===== config.mk =====
export PLATFORM = sky130hd
export DESIGN_NAME = css_boot_rst_sequencer
export DESIGN_NICKNAME = d
export VERILOG_FILES = /design/src/rtl/css_boot_seq_pkg.sv /design/src/rtl/css_boot_init_hs.sv /design/src/rtl/css_boot_rst_sequencer.sv
export SDC_FILE = /design/constraint.sdc
export NUM_CORES = 1
export LEC_CHECK = 0
export ABC_CLOCK_PERIOD_IN_PS = 2500
export CAP_MARGIN = 20
export CORE_MARGIN = 5
export CORE_UTILIZATION = 58
export CTS_CLUSTER_DIAMETER = 30
export DETAILED_ROUTE_END_ITERATION = 8
export PLACE_DENSITY = 0.81
export SLEW_MARGIN = 20
export SYNTH_ARGS = -nofsm -noshare
export SYNTH_HDL_FRONTEND = slang
export SYNTH_SLANG_ARGS = --single-unit

===== constraint.sdc =====
create_clock -name cptra_ss_clk_i -period 2.5 [get_ports cptra_ss_clk_i]
set_input_delay 0.375 -clock cptra_ss_clk_i [delete_from_list [all_inputs] [get_ports cptra_ss_clk_i]]
set_output_delay 0.375 -clock cptra_ss_clk_i [all_outputs]
set_load 0.01 [all_outputs]

===== src/rtl/css_boot_seq_pkg.sv =====
// Shared types and defaults for the Caliptra SS boot/reset sequencer.
// State encodings are visible to software through boot_state_o, so they are fixed here.
package css_boot_seq_pkg;

  typedef enum logic [3:0] {
    BS_IDLE       = 4'h0,
    BS_BRKPT      = 4'h1,
    BS_OTP        = 4'h2,
    BS_LC         = 4'h3,
    BS_CPTRA_HOLD = 4'h4,
    BS_MCU_WAIT   = 4'h5,
    BS_DONE       = 4'h6,
    BS_ERROR      = 4'hF
  } boot_state_e;

  localparam int BOOT_TMO_DEFAULT      = 4096;
  localparam int BOOT_RST_HOLD_DEFAULT = 16;

endpackage


===== src/rtl/css_boot_init_hs.sv =====
// One init handshake: while i_start is high, wait for done/err with an optional timeout.
// Outputs are combinational so the parent FSM leaves the state on the same edge.
module css_boot_init_hs #(
  parameter int TMO_CYCLES = 4096,
  parameter int CNT_W      = 16
) (
  input  logic cptra_ss_clk_i,
  input  logic cptra_ss_rst_b_i,
  input  logic i_start,
  input  logic i_done,
  input  logic i_err,
  output logic o_ok,
  output logic o_fail
);

  logic [CNT_W-1:0] r_cnt;
  logic             w_tmo_hit;

  assign w_tmo_hit = (TMO_CYCLES != 0) && (r_cnt == CNT_W'(TMO_CYCLES - 1));

  // err beats done, done beats a timeout landing on the same cycle.
  assign o_ok   = i_start & ~i_err & i_done;
  assign o_fail = i_start & (i_err | (w_tmo_hit & ~i_done));

  // NOTE: sequential state uses non-blocking assignments so every register
  // samples pre-edge values regardless of statement order.
  always_ff @(posedge cptra_ss_clk_i) begin
    if (!cptra_ss_rst_b_i) begin
      r_cnt <= '0;
    end else if (!i_start) begin
      r_cnt <= '0;
    end else if (r_cnt != '1) begin
      r_cnt <= r_cnt + CNT_W'(1);
    end
  end

endmodule


===== src/rtl/css_boot_rst_sequencer.sv =====
// Caliptra SS boot/reset sequencer: OTP init, LC init, Caliptra reset hold/release,
// then MCU reset release (optionally gated on fw_exec). Sticky fatal on any init failure.
module css_boot_rst_sequencer
  import css_boot_seq_pkg::*;
#(
  parameter int TMO_CYCLES = BOOT_TMO_DEFAULT,
  parameter int RST_HOLD   = BOOT_RST_HOLD_DEFAULT,
  parameter int CNT_W      = 16
) (
  input  logic       cptra_ss_clk_i,
  input  logic       cptra_ss_rst_b_i,
  input  logic       boot_brkpoint_i,
  input  logic       brkpoint_go_i,
  input  logic       no_rom_config_i,
  input  logic       fw_exec_ctrl_2_mcu_i,
  output logic       otp_init_req_o,
  input  logic       otp_init_done_i,
  input  logic       otp_init_err_i,
  output logic       lc_init_req_o,
  input  logic       lc_init_done_i,
  input  logic       lc_init_err_i,
  output logic       cptra_rst_b_o,
  output logic       mcu_rst_b_o,
  output logic       fatal_err_o,
  output logic [3:0] boot_state_o
);

  localparam logic [3:0] ST_IDLE       = BS_IDLE;
  localparam logic [3:0] ST_BRKPT      = BS_BRKPT;
  localparam logic [3:0] ST_OTP        = BS_OTP;
  localparam logic [3:0] ST_LC         = BS_LC;
  localparam logic [3:0] ST_CPTRA_HOLD = BS_CPTRA_HOLD;
  localparam logic [3:0] ST_MCU_WAIT   = BS_MCU_WAIT;
  localparam logic [3:0] ST_DONE       = BS_DONE;
  localparam logic [3:0] ST_ERROR      = BS_ERROR;

  localparam int MAX_CNT = (TMO_CYCLES > RST_HOLD) ? TMO_CYCLES : RST_HOLD;

  if (CNT_W < $clog2(MAX_CNT + 1) || RST_HOLD < 1) begin : g_param_check
    $error("css_boot_rst_sequencer: CNT_W too narrow or RST_HOLD < 1");
  end

  logic [3:0]       r_state;
  logic [3:0]       w_state_nxt;
  logic [CNT_W-1:0] r_hold_cnt;
  logic             r_otp_req;
  logic             r_lc_req;
  logic             r_cptra_rst_b;
  logic             r_mcu_rst_b;
  logic             r_fatal;
  logic             r_no_rom;
  logic             w_otp_ok;
  logic             w_otp_fail;
  logic             w_lc_ok;
  logic             w_lc_fail;
  logic             w_hold_last;

  css_boot_init_hs #(.TMO_CYCLES(TMO_CYCLES), .CNT_W(CNT_W)) u_otp_hs (
    .cptra_ss_clk_i   (cptra_ss_clk_i),
    .cptra_ss_rst_b_i (cptra_ss_rst_b_i),
    .i_start          (r_state == ST_OTP),
    .i_done           (otp_init_done_i),
    .i_err            (otp_init_err_i),
    .o_ok             (w_otp_ok),
    .o_fail           (w_otp_fail)
  );

  css_boot_init_hs #(.TMO_CYCLES(TMO_CYCLES), .CNT_W(CNT_W)) u_lc_hs (
    .cptra_ss_clk_i   (cptra_ss_clk_i),
    .cptra_ss_rst_b_i (cptra_ss_rst_b_i),
    .i_start          (r_state == ST_LC),
    .i_done           (lc_init_done_i),
    .i_err            (lc_init_err_i),
    .o_ok             (w_lc_ok),
    .o_fail           (w_lc_fail)
  );

  assign w_hold_last = (r_hold_cnt == CNT_W'(RST_HOLD - 1));

  // NOTE: the default assignment ahead of the case keeps this block free of latches.
  always_comb begin
    w_state_nxt = r_state;
    case (r_state)
      ST_IDLE:       w_state_nxt = boot_brkpoint_i ? ST_BRKPT : ST_OTP;
      ST_BRKPT:      if (brkpoint_go_i) w_state_nxt = ST_OTP;
      ST_OTP: begin
        if (w_otp_fail)    w_state_nxt = ST_ERROR;
        else if (w_otp_ok) w_state_nxt = ST_LC;
      end
      ST_LC: begin
        if (w_lc_fail)     w_state_nxt = ST_ERROR;
        else if (w_lc_ok)  w_state_nxt = ST_CPTRA_HOLD;
      end
      ST_CPTRA_HOLD: if (w_hold_last) w_state_nxt = ST_MCU_WAIT;
      ST_MCU_WAIT:   if (!r_no_rom || fw_exec_ctrl_2_mcu_i) w_state_nxt = ST_DONE;
      ST_DONE:       w_state_nxt = ST_DONE;
      ST_ERROR:      w_state_nxt = ST_ERROR;
      default:       w_state_nxt = ST_ERROR;
    endcase
  end

  always_ff @(posedge cptra_ss_clk_i) begin
    if (!cptra_ss_rst_b_i) begin
      r_state       <= ST_IDLE;
      r_hold_cnt    <= '0;
      r_otp_req     <= 1'b0;
      r_lc_req      <= 1'b0;
      r_cptra_rst_b <= 1'b0;
      r_mcu_rst_b   <= 1'b0;
      r_fatal       <= 1'b0;
      r_no_rom      <= 1'b0;
    end else begin
      r_state    <= w_state_nxt;
      r_otp_req  <= (w_state_nxt == ST_OTP);
      r_lc_req   <= (w_state_nxt == ST_LC);
      r_hold_cnt <= (r_state == ST_CPTRA_HOLD) ? r_hold_cnt + CNT_W'(1) : '0;

      // The strap is captured once, on the edge that enters MCU_WAIT.
      if (w_state_nxt == ST_MCU_WAIT && r_state != ST_MCU_WAIT) begin
        r_no_rom <= no_rom_config_i;
      end

      if (w_state_nxt == ST_ERROR) begin
        r_fatal       <= 1'b1;
        r_cptra_rst_b <= 1'b0;
        r_mcu_rst_b   <= 1'b0;
      end else begin
        if (r_state == ST_CPTRA_HOLD && w_hold_last) r_cptra_rst_b <= 1'b1;
        // MCU release is registered off the DONE state, one edge after entry.
        if (r_state == ST_DONE) r_mcu_rst_b <= 1'b1;
      end
    end
  end

  assign otp_init_req_o = r_otp_req;
  assign lc_init_req_o  = r_lc_req;
  assign cptra_rst_b_o  = r_cptra_rst_b;
  assign mcu_rst_b_o    = r_mcu_rst_b;
  assign fatal_err_o    = r_fatal;
  assign boot_state_o   = r_state;

endmodule

* Word level (Yosys, flattened, before mapping)
Index checks and enable logic that the tools add are counted.
** Storage, ports and cells
- Register bits after elaboration :: 58
- Word-level logic and storage cells :: 62
- Bits of input ports :: 10
- Output and inout bits :: 9
** Operators by class
- Reductions and logical operators :: 9
- Equality and inequality tests :: 16
- Muxes and demuxes :: 9
- $add $sub $neg :: 3
- Bitwise gates (word level) :: 15
** Operators with widths (number)
- $add A16 B1 Y16 const B :: 3
- $eq A16 B12 Y1 const B :: 2
- $ne A16 B16 Y1 const B :: 2
- $mux W4 :: 7
- $pmux W4 S7 :: 1
- $eq A16 B4 Y1 const B :: 1
- $eq A4 B2 Y1 const B :: 4
- $eq A4 B3 Y1 const B :: 4
- $and A1 B1 Y1 :: 8
- $reduce_and A2 Y1 :: 3
- $not A1 Y1 :: 5
- $eq A4 B1 Y1 const B :: 1
- $eq A4 B4 Y1 const B :: 1
- $logic_not A4 Y1 :: 1
- $ne A4 B3 Y1 const B :: 1
- $logic_and A1 B1 Y1 :: 2
- $mux W2 :: 1
- $or A1 B1 Y1 :: 2
- $reduce_or A2 Y1 :: 1
- $logic_not A1 Y1 :: 1
- $logic_or A1 B1 Y1 :: 1

* Depth between registers and ports, before layout
Gate-level depths: netlist (run 1).
- Word-level depth :: 8
- Gate-level depth with buffers :: 7
- Depth with buffers taken out :: 6

* Hierarchy
Synthesis (run 1) repeated with hierarchy kept, for this count alone.
** Unflattened totals
- Cell total of the unflattened synthesis :: 331
- Area, all modules :: 2862.7 um^2
** By module, submodules not included
- css_boot_init_hs :: cells an instance 95, instances 2, area each 799.5 um^2
- css_boot_rst_sequencer :: cells an instance 141, instances 1, area each 1263.7 um^2

* Worst setup path before layout (run 1)
No wires, ideal clock.
- Kind :: register to register
- From :: reg u_lc_hs.r_cnt[0]
- To :: reg u_lc_hs.r_cnt[3]
- Cell stages (with the launch flop) :: 8
- Buffers on the path :: 1
- Path slack :: 0.647 ns
- Setup time :: 0.114 ns
- Arrival time :: 1.739 ns
- Data required time :: 2.386 ns
- Path through :: dfxtp_1 -> ha_1 -> inv_1 -> or4_4 -> buf_6 -> o2111ai_1 -> xor2_1 -> nor2_1
** On the way
- Longest elaborated chain between the ends :: 1
- Elaborated cells between the ends (all ways) :: 2
- Those cells by class :: 1 x add/sub; 1 x eq/ne
** RTL lines
- start: declaration :: RTL line css_boot_init_hs.sv:16 : logic [CNT_W-1:0] r_cnt;
- start signal: assignment :: RTL line css_boot_init_hs.sv:33 : r_cnt <= r_cnt + CNT_W'(1);
- $add A16 B1 Y16 / $ne A16 B16 Y1 (equally long branches) :: RTL line css_boot_init_hs.sv:33, css_boot_init_hs.sv:32
Parallel ways exist; a longest one is shown, timed or not.
A chain may end at the register's enable or synchronous reset.

* Worst setup path in the final report (run 1)
- From :: reg u_lc_hs.r_cnt[0]
- To :: reg r_lc_req, in the netlist lc_init_req_o
** On the way
- Longest elaborated chain between the ends :: 7
** RTL lines
- $eq A16 B12 Y1 :: RTL line css_boot_init_hs.sv:19 : assign w_tmo_hit = (TMO_CYCLES != 0) && (r_cnt == CNT_W'(TMO_CYCLES - 1));
- $and A1 B1 Y1 :: RTL line css_boot_init_hs.sv:23 : assign o_fail = i_start & (i_err | (w_tmo_hit & ~i_done));
- $or A1 B1 Y1 :: RTL line css_boot_init_hs.sv:23
- $and A1 B1 Y1 :: RTL line css_boot_init_hs.sv:23
- $mux W4 :: RTL line css_boot_rst_sequencer.sv:91 : if (w_lc_fail) w_state_nxt = ST_ERROR;
- $pmux W4 S7 :: RTL line css_boot_rst_sequencer.sv:83 : case (r_state)
- $eq A4 B2 Y1 :: RTL line css_boot_rst_sequencer.sv:115 : r_lc_req <= (w_state_nxt == ST_LC);
- end signal: assignment :: RTL line css_boot_rst_sequencer.sv:115
- end: declaration :: RTL line css_boot_rst_sequencer.sv:47 : logic r_lc_req;
Every way passes these cells.

==> metrics.md, run 1 <==
| Metric | Value |
|---|---|
| CTS tree | `done` |
| Final hold vios | `0` |
| Status | `finished, final reports clean` |
| H-tree depth | `3` |
| Die footprint | `6180 um^2` |
| Leak | `0.00108 uW` |
| Layout Nets | `345` |
| Synth Flop Type | `dfxtp_1` |
| TNS Setup | `0 ns` |
| Hold_ws | `0.445 ns` |
| Critical path's top delay family | `simple AND/OR/NAND/NOR gates` |
| Ys async rst share | `0` |
| FP Rows | `25` |
| Worst path cell trace | `ha_1 -> inv_1 -> or4_4 -> o21ai_0 -> nor2_1 -> and4b_1` |
| Largest net degree at the start of global routing | `17` |
| First-pass GRT wire length | `9.56 mm` |
| Crit path launch | `u_lc_hs.r_cnt[0]` |
| Top cell type's share of synthesized area | `0.425` |
| Initial drt markers | `99` |
| Worst vdd ir | `0.424 mV` |
| Tcrit/Tclk final | `0.840` |
| GP Congestion | `0.832` |
| WS Path Type | `reg -> reg` |
| Tmin final | `between 2 and 2.5 ns` |
| Clock buffer depth | `2` |
| Worst Clk Skew | `0.00705 ns` |
| Skew-Pair Late Insertion Delay | `0.33 ns` |
| Drt wl/cell | `between 10 and 15 um` |
| RSZ-0062 raised after global routing | `no` |
| Via density | `5.84` |
| Initial antenna violation count | `0` |
| Area Overhead vs Synth | `14.5%` |
| FMAX | `roughly 480 MHz` |
| Clock sinks | `58` |
| CP Capture Type | `flop` |
| Worst R2R Setup Slack | `0.40 ns` |
| Ant diodes | `0` |
| Required time of the critical path | `2.72 ns` |
| Startpoint types | `flop` |
| Critical Path Fanout Max | `12` |
| Power per cell area | `766 nW/um^2` |
| Post-DP HPWL | `3.68 mm` |
| Post-synth EDFFs | `0` |
| Syn nets | `324` |
| Routed Antenna Nets | `0` |
| Rel. slew slack | `0.573` |
| Layout cells sized above 1 | `0.0746` |
| Drt pass-1 iters | `5` |
| Post-synthesis sequential area ratio | `0.425` |
| Initial core utilization | `0.586` |
| Die Wd | `about 79 um` |
| Mapped Area | `2730 um^2` |
| Netlist cell types | `47` |
| Placed Cells | `between 300 and 400` |
| R2R depth | `6` |
| Final setup vio count | `0` |
| Die height | `78.6 um` |
| Buf/Inv on CP | `1` |
| Synth Instances | `311` |
| Total congestion overflow | `0` |
| Boundary Pins | `19` |
| Critical Path AT | `2.32 ns` |
| Worst path max stage delay | `between 0.6 and 0.7 ns` |
| Reg-to-Reg End | `lc_init_req_o` |
| DR DRC count | `0` |
| Hold_buf cts | `0` |
| DRT Wirelength | `5.54 mm` |
| Port Buffer Count | `18` |
| CTS Buf Count | `9` |
| CTS clk-pin slew, worst paths | `0.06 ns` |
| Setup crit end | `lc_init_req_o` |
| Hold WC Path Type | `reg -> reg` |
| Vias in the first global route | `2152` |
| Gr usage total | `0.194` |
| Max_cap viols | `0` |
| Synth Area per Inst | `8.79 um^2` |
| Clock Root Buffer | `clkbuf_8` |
| Cell taking the most area after synthesis | `dfxtp_1` |
| Total core area | `~4700 um^2` |
| Slowest CP cell | `or4_4` |
| Stages on worst setup path | `6` |
| Post-Layout Cell Count | `approximately 390` |
| RR Startpoint | `u_lc_hs.r_cnt[0]` |
| Slew Limit Fails | `0` |
| Vias | `approximately 2300` |
| Setup repair bufs after CTS | `0` |
| FF+latch count, synth | `58` |
| Measured slew at the worst slew-check pin | `0.635 ns` |
| Yosys warnings | `0` |
| Post_cts resized | `0` |
| Main area contributors after synthesis | `dfxtp_1, nor2_1, xor2_1` |
[per-stage QoR]
step           setup slack, ns  area (um^2)  utilization  total power (uW)
2_1_floorplan            0.647         2730            -              1370
6_report                 0.399         3130        0.671              2400
4_1_cts                  0.391         3130        0.671              2410
5_1_grt                  0.184         3130        0.671              2500
3_5_place_dp             0.299         2940        0.630              1560
3_3_place_gp             0.393         2940        0.630              1550
[worst min path at each step]
stage | start | endpoint | slack [ns] | cells after the start
4_1_cts | fatal_err_o | fatal_err_o | 0.45 | 2
5_1_grt | fatal_err_o | fatal_err_o | 0.46 | 2
6_report | fatal_err_o | fatal_err_o | 0.45 | 2
2_1_floorplan | r_hold_cnt[0] | r_hold_cnt[0] | 0.44 | 1
3_5_place_dp | fatal_err_o | fatal_err_o | 0.44 | 2
3_3_place_gp | fatal_err_o | fatal_err_o | 0.43 | 2
[placed cells by master, fill, tap and decap left out, types with 4 or more instances in the layout]
master | synthesis | final
and3_1 | 5 | 5
nor3_1 | 7 | 7
nand2_1 | 17 | 17
nor4_1 | 7 | 7
a31oi_1 | 4 | 4
clkdlybuf4s50_1 | 0 | 18
inv_1 | 9 | 9
o21ai_0 | 4 | 4
and2_1 | 4 | 4
dfxtp_1 | 58 | 58
a21oi_1 | 9 | 9
nand3_1 | 20 | 20
xor2_1 | 19 | 19
nand4_1 | 7 | 7
nor2_1 | 59 | 59
and4_1 | 7 | 7
o2111ai_1 | 4 | 4
mux2i_1 | 6 | 6
a211oi_1 | 6 | 6
clkbuf_8 | 0 | 11
xnor2_1 | 15 | 15
[synthesized netlist by cell type (2+ instances only)]
cell	instances
a31oi_1	4
nand2_1	17
nand4_2	3
xnor2_1	15
nor4_1	7
nor2_1	59
nor4b_1	2
buf_6	2
xor2_1	19
and2_1	4
ha_1	3
nand3_1	20
inv_1	9
a21oi_1	9
o21ai_0	4
o211ai_1	2
a211oi_1	6
nor3_1	7
and4_1	7
or4_1	2
nand4_1	7
nand3b_1	2
clkbuf_1	6
nor3b_1	3
and3_1	5
mux2i_1	6
o2111ai_1	4
dfxtp_1	58
[flip-flops by register name, indices dropped and copies added, names as in the netlist]
| name | cells |
|---|---|
| boot_state_o | 4 |
| cptra_rst_b_o | 1 |
| fatal_err_o | 1 |
| lc_init_req_o | 1 |
| mcu_rst_b_o | 1 |
| otp_init_req_o | 1 |
| r_hold_cnt | 16 |
| r_no_rom | 1 |
| u_lc_hs.r_cnt | 16 |
| u_otp_hs.r_cnt | 16 |
[logic make-up (layout without fill, tap and decap cells)]
kind of cell | count (synthesis) | in the layout | synth area share
simple gates | 155 | 155 | 0.305
flops | 58 | 58 | 0.425
compound gates | 37 | 37 | 0.0948
xor+xnor | 34 | 34 | 0.109
buf+inv | 18 | 42 | 0.0307
mux | 6 | 6 | 0.0220
fa+ha+maj | 3 | 3 | 0.0137
[area by class of cell]
cell class / count / area [um^2]
clock inverters: 3 / 40.0
multi-input cells: 235 / 1490
clock buffers: 11 / 151
flip-flops and latches: 58 / 1160
well taps: 54 / 67.6
fillers: 376 / 1530
inverters: 9 / 33.8
repair buffers: 19 / 188
[worst min-delay path, delay by kind of cell (launching register included)]
kind            cells  cell delay (ns)
compound gates      1             0.05
buf+inv             1             0.05
flops               1             0.31
[layer usage]
layer	routed length [um]	track usage	vias to the layer above	part of all wire
li1	-	-	1147	-
met1	2580	0.234	1060	0.47
met2	2580	0.317	58	0.47
met3	296	0.0596	7	0.053
met4	82	0.0892	0	0.015
met5	0	0	-	0
[where the power goes]
group	internal, uW	leakage [uW]	switching (uW)
sequential	990	0.000468	94.5
combinational	225	0.000506	248
clock	500	0.000101	341
total	1710	0.00108	684
Power figures use the tool's default switching activity.
==> inputs of run 2 (changes only) <==
ABC_CLOCK_PERIOD_IN_PS = 2050   (was 2500)
clock period = 2.05 ns   (was 2.5 ns; I/O delays follow)
==> run 2 against run 1 <==
- power grew 25%
- combinational power grew 26%
- sequential share of layout area shrank 1.3 points
- wire length grew 1.4%
- non-clock buffer count grew 14
- cell count grew 3.9%
==> metrics.md, run 2 (synthesized netlist as in run 1, its figures left out) <==
| Metric | Value |
|---|---|
| Drt pass-1 iters | `4 (-1)` |
| FMAX | `512 MHz (+7.7%)` |
| Ant diodes | `0 (unchanged)` |
| Initial drt markers | `88 (-11%)` |
| Layout cells sized above 1 | `0.111 (+0.0368)` |
| Post-DP HPWL | `3.92 mm (+6.6%)` |
| Die footprint | `6180 um^2 (unchanged)` |
| Max_cap viols | `0 (unchanged)` |
| Post-layout util | `0.697 (+0.0252)` |
| Slew Limit Fails | `0 (unchanged)` |
| Routed Antenna Nets | `0 (unchanged)` |
| Hold WC Path Type | `reg -> reg` |
| Status | `finished, final reports clean` |
| R2R depth | `6 (unchanged)` |
| Most common cell after layout, fill and taps aside | `nor2_1` |
| Area Overhead vs Synth | `18.8%` |
| Final hold vios | `0 (unchanged)` |
| Initial core utilization | `0.586 (unchanged)` |
| Post-Layout Cell Count | `404 (+3.9%)` |
| Layout Nets | `359 (+4.1%)` |
| CTS tree | `done` |
| Largest net degree at the start of global routing | `17 (unchanged)` |
| Total congestion overflow | `0 (unchanged)` |
| Port Buffer Count | `18 (unchanged)` |
| Measured slew at the worst slew-check pin | `0.512 ns (-0.122 ns)` |
| GP Congestion | `0.832 (about the same)` |
| Power per cell area | `921 nW/um^2 (+20%)` |
| CP Capture Type | `flop` |
| Die Wd | `78.6 um (unchanged)` |
| Largest regs | `r_hold_cnt x16, u_lc_hs.r_cnt x16, u_otp_hs.r_cnt x16` |
| Boundary Pins | `19 (unchanged)` |
| CTS Buf Count | `9 (unchanged)` |
| Crit path launch | `u_lc_hs.r_cnt[1]` |
| Vias | `2342 (+3.1%)` |
| Leak | `0.00115 uW (+6.6%)` |
| Initial antenna violation count | `0 (unchanged)` |
| Gr usage total | `0.201 (+0.00701)` |
| Clock Root Buffer | `clkbuf_8` |
| Worst R2R Setup Slack | `0.1 ns (-0.30 ns)` |
| Critical Path AT | `2.19 ns (-0.13 ns)` |
| Drt wl/cell | `13.9 um (-2.4%)` |
| First-pass GRT wire length | `9.81 mm (+2.7%)` |
| DRT Wirelength | `5.61 mm (+1.4%)` |
| Clock sinks | `58 (unchanged)` |
| Die height | `78.6 um (unchanged)` |
| Total power | `2990 uW (+25%)` |
| Critical Path Fanout Max | `8 (-4)` |
| Tmin final | `1.95 ns (-0.149 ns)` |
| Reg-to-Reg End | `u_lc_hs.r_cnt[0]` |
| Setup crit end | `u_lc_hs.r_cnt[0]` |
| Clock buffer depth | `2 (unchanged)` |
| Worst Clk Skew | `0.00464 ns (-0.00241 ns)` |
| Skew-Pair Late Insertion Delay | `0.34 ns (about the same)` |
| Startpoint types | `flop` |
| FP Rows | `25 (unchanged)` |
| TNS Setup | `0 ns (unchanged)` |
| Rel. slew slack | `0.655 (+0.0819)` |
| Final setup vio count | `0 (unchanged)` |
| Via density | `5.80 (-0.75%)` |
| RSZ-0062 raised after global routing | `no` |
| Hold_ws | `0.445 ns (-0.0000680 ns)` |
| CTS clk-pin slew, worst paths | `0.06 ns (about the same)` |
| Most frequent cells in the layout | `nor2_1, dfxtp_1, nand3_1` |
| RR Startpoint | `u_lc_hs.r_cnt[1]` |
| Total core area | `4660 um^2 (unchanged)` |
| Required time of the critical path | `2.29 ns (-0.43 ns)` |
| WS Path Type | `reg -> reg` |
| DR DRC count | `0 (unchanged)` |
| Placed Cells | `389 (+3.7%)` |
| Worst vdd ir | `0.446 mV (+5.3%)` |
| Tcrit/Tclk final | `0.952 (+0.112)` |
| H-tree depth | `3 (unchanged)` |
| Vias in the first global route | `2228 (+3.5%)` |
-- run 2: changes by cell type in the layout (fill, tap and decap cells not counted) --
cell and change:
clkinv_2 -1, o21ai_0 -2, clkbuf_1 +1, o21ai_1 +2
buf_4 +14, clkbuf_8 +1
-- run 2: cell type report --
class	instances	area (um^2)
multi-input combinational	235	1490
fill	367	1410
sequential	58	1160
timing repair buffer	33	293
clock buffer	13	169
tap	54	67.6
clock inverter	2	35.0
inverter	9	33.8
-- run 2: per-layer routing --
layer	part of all wire	wire, um	vias to the layer above	track usage
li1	-	-	1182	-
met5	0	0	-	0
met2	0.46	2580	46	0.320
met4	0.026	146	0	0.103
met3	0.051	287	16	0.0596
met1	0.46	2600	1098	0.246
-- run 2: per-stage QoR --
step | setup WS, ns | cell area [um^2]
3_3_place_gp | 0.0360 | 3040
3_5_place_dp | -0.0646 | 3040
5_1_grt | 0.000874 | 3250
2_1_floorplan | 0.197 | 2730
4_1_cts | 0.0436 | 3250
6_report | 0.0987 | 3250
-- run 2: worst min path at each step --
stage | start | endpoint | slack, ns | cells after the start
2_1_floorplan | cptra_ss_rst_b_i | boot_state_o[1] | 0.43 | 1
3_3_place_gp | fatal_err_o | fatal_err_o | 0.43 | 2
3_5_place_dp | fatal_err_o | fatal_err_o | 0.44 | 2
4_1_cts | fatal_err_o | fatal_err_o | 0.45 | 2
5_1_grt | fatal_err_o | fatal_err_o | 0.49 | 2
6_report | fatal_err_o | fatal_err_o | 0.44 | 2
-- run 2: what timing repair did --
| item | 4_1_cts | 5_1_grt |
|---|---|---|
| setup endpoints to repair | 0 | 5 |
| gates resized for setup | 0 | 2 |
| buffers inserted | 0 | 0 |
| hold buffers | 0 | 0 |
-- run 2: where the power goes --
part / internal [uW] / leakage, uW / switching [uW]
clock network: 652 / 0.000106 / 428
logic: 287 / 0.000573 / 309
registers: 1210 / 0.000468 / 109
total: 2150 / 0.00115 / 846
-- run 2: critical path, stage by stage (launching register included) --
cell and delay [ns]:
dfxtp_1 0.41, ha_1 0.20, inv_1 0.07, or4_4 0.59, or2_1 0.32, xnor2_1 0.19, nor2_1 0.06
